===== src/rtl/xgmii_tx_fifo_arbiter.sv =====
// xgmii_tx_fifo_arbiter
// Packet-granular round-robin arbiter that shares the single 72-bit XGMII-TX
// FIFO write port between two snoop sources (port 0: PCIe RX snoop, port 1:
// PCIe TX snoop). Only whole packets are forwarded, a fixed run of idle words
// follows every packet, and a per-packet word watchdog force-terminates
// runaway packets.
// Build option: define ARB_STATS_EN to add per-port packet counters and a
// truncation counter.
module xgmii_tx_fifo_arbiter #(
  parameter logic [2:0] GAP_WORDS = 3'd7,    // idle words after each packet, 0 = none
  parameter logic [9:0] MAX_WORDS = 10'd600  // watchdog limit on words per packet
) (
  input  logic        clk,
  input  logic        sys_rst_n,
  // port 0: {tkeep[7:0], tdata[63:0]}
  input  logic [71:0] s0_data,
  input  logic        s0_valid,
  input  logic        s0_last,
  output logic        s0_ready,
  // port 1: {tkeep[7:0], tdata[63:0]}
  input  logic [71:0] s1_data,
  input  logic        s1_valid,
  input  logic        s1_last,
  output logic        s1_ready,
  // FIFO write side
  output logic [71:0] din,
  output logic        wr_en,
  input  logic        full,
  output logic        trunc_err
`ifdef ARB_STATS_EN
  ,
  output logic [31:0] pkt_cnt0,
  output logic [31:0] pkt_cnt1,
  output logic [15:0] trunc_cnt
`endif
);

  typedef enum logic [1:0] {
    IDLE = 2'd0,  // waiting for a source, picks the next grant
    PASS = 2'd1,  // forwarding the granted source's packet
    GAP  = 2'd2   // writing idle words after a packet
  } state_t;

  state_t      state_q, state_d;
  logic        grant_q, grant_d;          // port currently owning the write port
  logic        last_grant_q, last_grant_d; // port that finished the previous packet
  logic [9:0]  word_cnt_q, word_cnt_d;    // words transferred in the current packet
  logic [2:0]  gap_cnt_q, gap_cnt_d;      // idle words still to write
  logic [71:0] din_d;
  logic        wr_en_d;
  logic        trunc_d;

  logic [71:0] sel_data;
  logic        sel_valid;
  logic        sel_last;
  logic        xfer;      // a source word moves this cycle
  logic        wd_hit;    // this transfer reaches the watchdog limit without last
  logic        pkt_end;   // this transfer closes the packet (last or watchdog)

  // Granted source view; only the granted port can ever be ready.
  assign sel_data  = grant_q ? s1_data  : s0_data;
  assign sel_valid = grant_q ? s1_valid : s0_valid;
  assign sel_last  = grant_q ? s1_last  : s0_last;

  assign s0_ready = (state_q == PASS) && !grant_q && !full;
  assign s1_ready = (state_q == PASS) &&  grant_q && !full;

  assign xfer    = sel_valid && (state_q == PASS) && !full;
  assign wd_hit  = xfer && !sel_last && (word_cnt_q == MAX_WORDS - 10'd1);
  assign pkt_end = xfer && (sel_last || wd_hit);

  // Next-state, grant selection and the registered write-port values.
  always_comb begin
    // NOTE: every variable gets a default first so no path leaves one unassigned
    // and no latch is inferred.
    state_d      = state_q;
    grant_d      = grant_q;
    last_grant_d = last_grant_q;
    word_cnt_d   = word_cnt_q;
    gap_cnt_d    = gap_cnt_q;
    din_d        = 72'h0;
    wr_en_d      = 1'b0;
    trunc_d      = 1'b0;

    case (state_q)
      IDLE: begin
        if (s0_valid || s1_valid) begin
          state_d    = PASS;
          word_cnt_d = 10'd0;
          if (s0_valid && s1_valid) begin
            grant_d = ~last_grant_q;  // round-robin when both compete
          end else begin
            grant_d = s1_valid;
          end
        end
      end

      PASS: begin
        if (xfer) begin
          wr_en_d    = 1'b1;
          // A truncated word is written as a full-width word.
          din_d      = wd_hit ? {8'hFF, sel_data[63:0]} : sel_data;
          word_cnt_d = word_cnt_q + 10'd1;
        end
        if (pkt_end) begin
          last_grant_d = grant_q;
          trunc_d      = wd_hit;
          if (GAP_WORDS != 3'd0) begin
            gap_cnt_d = GAP_WORDS;
            state_d   = GAP;
          end else begin
            state_d = IDLE;
          end
        end
      end

      GAP: begin
        // Idle words respect back-pressure too; the counter holds while full.
        if (!full) begin
          wr_en_d   = 1'b1;
          gap_cnt_d = gap_cnt_q - 3'd1;
          if (gap_cnt_q == 3'd1) begin
            state_d = IDLE;
          end
        end
      end

      default: begin
        state_d = IDLE;
      end
    endcase
  end

  // State, grant and counter registers.
  always_ff @(posedge clk or negedge sys_rst_n) begin
    // NOTE: sequential state uses non-blocking assignments so every register
    // samples the pre-edge values regardless of statement order.
    if (!sys_rst_n) begin
      state_q      <= IDLE;
      grant_q      <= 1'b0;
      last_grant_q <= 1'b1;  // port 0 wins the first contest
      word_cnt_q   <= 10'd0;
      gap_cnt_q    <= 3'd0;
    end else begin
      state_q      <= state_d;
      grant_q      <= grant_d;
      last_grant_q <= last_grant_d;
      word_cnt_q   <= word_cnt_d;
      gap_cnt_q    <= gap_cnt_d;
    end
  end

  // Registered FIFO write port and truncation pulse.
  always_ff @(posedge clk or negedge sys_rst_n) begin
    if (!sys_rst_n) begin
      din       <= 72'h0;
      wr_en     <= 1'b0;
      trunc_err <= 1'b0;
    end else begin
      din       <= din_d;
      wr_en     <= wr_en_d;
      trunc_err <= trunc_d;
    end
  end

`ifdef ARB_STATS_EN
  // Per-port packet counters (completed or truncated) and truncation counter;
  // all wrap naturally at all-ones.
  always_ff @(posedge clk or negedge sys_rst_n) begin
    if (!sys_rst_n) begin
      pkt_cnt0  <= 32'd0;
      pkt_cnt1  <= 32'd0;
      trunc_cnt <= 16'd0;
    end else begin
      if (pkt_end) begin
        if (grant_q) begin
          pkt_cnt1 <= pkt_cnt1 + 32'd1;
        end else begin
          pkt_cnt0 <= pkt_cnt0 + 32'd1;
        end
      end
      if (wd_hit) begin
        trunc_cnt <= trunc_cnt + 16'd1;
      end
    end
  end
`endif

endmodule


===== config.mk =====
export PLATFORM = sky130hd
export DESIGN_NAME = xgmii_tx_fifo_arbiter
export DESIGN_NICKNAME = d
export VERILOG_FILES = /design/src/rtl/xgmii_tx_fifo_arbiter.sv
export SDC_FILE = /design/constraint.sdc
export NUM_CORES = 1
export LEC_CHECK = 0
export ABC_AREA = 1
export CORE_MARGIN = 3
export CORE_UTILIZATION = 30
export DETAILED_ROUTE_END_ITERATION = 10
export HOLD_SLACK_MARGIN = 0.02
export PLACE_DENSITY_LB_ADDON = 0.12
export SLEW_MARGIN = 40
export SYNTH_ARGS = -nofsm -noshare
export SYNTH_HDL_FRONTEND = slang
export SYNTH_SLANG_ARGS = --single-unit

===== constraint.sdc =====
create_clock -name clk -period 1.7 [get_ports clk]
set_clock_uncertainty 0.2 [all_clocks]
set_input_delay 0.425 -clock clk [delete_from_list [all_inputs] [get_ports clk]]
set_output_delay 0.425 -clock clk [all_outputs]
set_load 0.01 [all_outputs]

Word-level counts from Yosys, hierarchy flattened
Cells that the tools add are included.
{"block": "totals", "ff_bits": 91, "wordCells": 66, "input_bits": 151, "output_inout_bits": 76}
{"block": "op_classes", "n_eq_ne": 9, "n_reduce_logical": 23, "n_bitwise": 1, "muxes": 23, "addsub": 2}
{"op": "72-bit two-way mux", "count": 4}
{"op": "10-bit two-way mux", "count": 2}
{"op": "10-bit one-hot mux with 2 select lines", "count": 1}
{"op": "10-bit by 1-bit adder with 10-bit output (second input constant)", "count": 1}
{"op": "10-bit == test (second input constant)", "count": 1}
{"op": "1-bit logical AND", "count": 10}
{"op": "2-bit != test (second input constant)", "count": 5}
{"op": "2-bit two-way mux", "count": 4}
{"op": "1-bit two-way mux", "count": 7}
{"op": "3-bit two-way mux", "count": 2}
{"op": "2-bit one-hot mux with 3 select lines", "count": 1}
{"op": "3-bit one-hot mux with 2 select lines", "count": 1}
{"op": "3-bit AND reduction", "count": 2}
{"op": "2-bit AND reduction", "count": 2}
{"op": "4-bit AND reduction", "count": 1}
{"op": "2-bit nonzero test", "count": 2}
{"op": "3-bit by 1-bit == test with 1-bit output (second input constant)", "count": 1}
{"op": "1-bit logical NOT", "count": 3}
{"op": "3-bit by 1-bit subtractor with 3-bit output (second input constant)", "count": 1}
{"op": "2-bit by 1-bit == test with 1-bit output (second input constant)", "count": 1}
{"op": "2-bit == test (second input constant)", "count": 1}
{"op": "2-bit logical NOT", "count": 1}
{"op": "1-bit logical OR", "count": 2}
{"op": "1-bit one-hot mux with 2 select lines", "count": 1}
{"op": "1-bit inverter", "count": 1}

Longest topological paths before layout
{"block": "depth", "word_depth": 9, "mapped_depth": 10, "depth_no_buf": 10}

Least setup slack after synthesis
Ideal clock, no wire load.
{"block": "synth_path", "path_type": "register to output", "from": "register state_q[1]", "to": "output port s1_ready", "required_ps": 1075, "path_slack_ps": -57, "arrival_ps": 1132, "stages_incl_launch_ff": 5, "path_cell_list": "dfrtp_1 inv_1 ha_1 inv_1 nor3_1"}
{"block": "synth_via", "elab_chain_cells": 3}
{"element": "start: declaration", "line": "44", "source": "state_t state_q, state_d;"}
{"element": "start signal: assignment", "line": "145", "source": "state_q <= state_d;"}
{"element": "2-bit by 1-bit == test with 1-bit output", "line": "66", "source": "assign s1_ready = (state_q == PASS) && grant_q && !full;"}
{"element": "1-bit logical AND (2 in a row)", "line": "66"}
{"element": "end: declaration", "line": "24", "source": "output logic s1_ready,"}
No other way between the ends.

Worst setup path in the final report
Ends and elaborated chain as after synthesis.

==> impl_metrics.toml <==
[clocking]
cts-root-buf = "clkbuf_16"
clock_latency_ns = 0.34
cts_sinks = 91
h-tree-depth = 3
cts-buffers-inserted = 9
cts_tree = "built"
clk_pin_slew_ns = 0.06
clk_path_buf_depth = 2

[floorplanning]
die_h_um = 122
die_w_um = 122
die-area_um2 = 14900
io-pin-count = 227
num_rows = 41
core_area_um2 = 12900
start_util_pct = 31.3

[drt]
wl_per_cell_um = 16.7
wirelength_um = 15000
dr.pass1.iters = 5
route.detailed.drc = 0
final_antenna_net_count = 0
vias = 4146
viasPerCell = 4.63
drtIter0Drc = 137

[global_routing]
grt_pass1_vias = 4160
track_usage_pct = 19.6
grt_max_degree = 73
met2_usage_pct = 34.3
grt_use_met3_pct = 4.78
overflow = 0
antenna_found_initial = 0
grt_most_used_layer = "met2"
grt_pass1_wl_um = 22400
use_met1_pct = 23.9

[final_layout]
seqCellArea_um2 = 2280
diodes = 0
final_area_um2 = 7310
layout_commonest_cell = "nand2_1"
nets = 876
multi_input_area_um2 = 1820
layout.cells.most_common_list = "nand2_1 (169), clkdlybuf4s50_1 (146), dfrtp_1 (89)"
nFillCells = 1159
drive_gt1_share_pct = 19.1
syn_to_final_growth_pct = 81.3

[synthesis]
synthDistinctLibCells = 27
synth_top_area_cell = "dfrtp_1"
ys_warn_count = 0
synth_area_per_cell_um2 = 8.63
syn_inst = 467
synth_seq_cells = 91
yosysSeqAreaShare_pct = 56.5
synth_top_area_share_pct = 55.9
netlist_area_um2 = 4030
yosys-top-cells-area = "dfrtp_1 (56%), nand2_1 (17%), a21oi_1 (10%)"
synth_nets = 624

[timing]
rsz0062_at_grt = "yes"
final-max-slew-violation-count = 0
hold_viol_final = 0
tightest_slew_ns = 0.566
fmax_ghz = 0.520
relSlewSlack_pct = 62.3
hold_slack_ns = 0.278
min_period_ns = 1.92
finalCritPeriodShare_pct = 113
setup_ws_ns = -0.224
finalSetupTns_ns = -1.80
finalSetupViolCount = 22

[critical_path]
arrival_ns = 1.30
worst-path-max-fanout = 3
worstPathRequired_ns = 1.07
endpoint_kind = "output pin"
critPathKind = "reg -> out"
cp-start-kind = "flop"

[placement]
io_buffers = 226
placed_area_um2 = 6600
gp_congestion = 0.817
dp_hpwl_um = 10200

[flow_run]
cap_violations = 0

[pwr]
ir_drop_v = 0.00176
leakage_uw = 0.00365
power.density_nw_per_um2 = 1170

[outcome]
outcome = "complete, but fails checks"
failed_checks = "negative setup slack"

[min_path]
hp-class = "reg -> reg"
-- synthesized netlist by cell type --
| master | n |
|---|---|
| ha_1 | 6 |
| inv_1 | 25 |
| nand3b_1 | 1 |
| o21a_1 | 2 |
| nand3_2 | 2 |
| buf_4 | 1 |
| dfstp_2 | 1 |
| buf_1 | 1 |
| buf_2 | 4 |
| nor2_4 | 1 |
| nand2_2 | 1 |
| dfrtp_1 | 90 |
| nor2_1 | 12 |
| nand2_1 | 179 |
| clkbuf_1 | 12 |
| nor3_1 | 6 |
| o21ai_2 | 1 |
| a21oi_1 | 84 |
| nand2_4 | 3 |
| nand4_1 | 7 |
| inv_2 | 2 |
| xnor2_1 | 1 |
| o21ai_0 | 7 |
| a21oi_2 | 4 |
| buf_6 | 6 |
| nand3_1 | 7 |
| o21ai_1 | 1 |
-- worst max-delay path: stages (launching register included) --
cell	delay [ns]
dfrtp_1	0.40
inv_2	0.09
ha_4	0.14
inv_2	0.05
nor3_2	0.12
buf_2	0.16
-- flip-flops by register name, indices dropped and copies added (netlist names) --
name	cells
din	72
word_cnt_q	10
gap_cnt_q	3
state_q	2
grant_q	1
last_grant_q	1
trunc_err	1
wr_en	1
-- final timing paths --
kind                            slack, ns            to         start  cells past startpoint
worst max register to register      -0.14       din[69]    state_q[1]                      9
worst min register to register       0.28  gap_cnt_q[1]  gap_cnt_q[1]                      2
max in group asynchronous            0.49       din[25]     sys_rst_n                      3
worst min-delay path                 0.28  gap_cnt_q[1]  gap_cnt_q[1]                      2
worst max-delay path                -0.22      s1_ready    state_q[1]                      5
min in group asynchronous            0.31       din[55]     sys_rst_n                      2
-- layer usage --
layer  wire length, um  vias to the layer above
li1                  -                     2006
met1              6070                     1998
met2              7670                      128
met3              1040                       14
met4               193                        0
met5                 0                        -
-- final cells by class --
class | count | share of cell area, %
repair buffers | 264 | 35.1
multi-input cells | 325 | 24.9
clock buffers | 12 | 3.51
clock inverters | 4 | 0.668
flip-flops and latches | 91 | 31.2
repair inverters | 1 | 0.103
inverters | 27 | 1.59
well taps | 172 | 2.95
-- stage by stage --
step / util, % / std cells / setup slack [ns] / power (uW)
5_1_grt: 56.7 / 896 / -0.268 / 9110
6_report: 56.7 / 896 / -0.224 / 8520
3_3_place_gp: 51.3 / 865 / -0.552 / 5910
4_1_cts: 54.8 / 890 / -0.215 / 8280
3_5_place_dp: 51.3 / 865 / -0.586 / 5980
2_1_floorplan: - / 467 / 0.00797 / 4390
-- timing repair --
| action | in CTS | in global routing |
|---|---|---|
| gates resized for setup | 125 | 59 |
| pin swaps | 14 | 17 |
| buffers inserted | 8 | 7 |
| endpoints found under the hold margin | 15 | 0 |
| gates cloned | 3 | 0 |
| hold buffers | 1 | 0 |
| setup endpoints to repair | 165 | 49 |
-- where the power goes --
part           internal (uW)  switching (uW)  leakage [uW]  total [uW]
sequential              2490             141       0.00124        2630
combinational           1640            2180       0.00226        3820
clock                   1220             850      0.000153        2070
-- cell families (layout without fill, tap and decap cells) --
family,Yosys count,count (layout),synth area share (%)
and+or+nand+nor,219,219,22.4
AOI/OAI and AO/OA,99,99,12.9
DFF,91,91,56.5
buffers and inverters,51,308,6.08
adders and majority gates,6,6,1.86
xor gates and xnor gates,1,1,0.217
No activity file was read; power rests on OpenSTA's default activity.
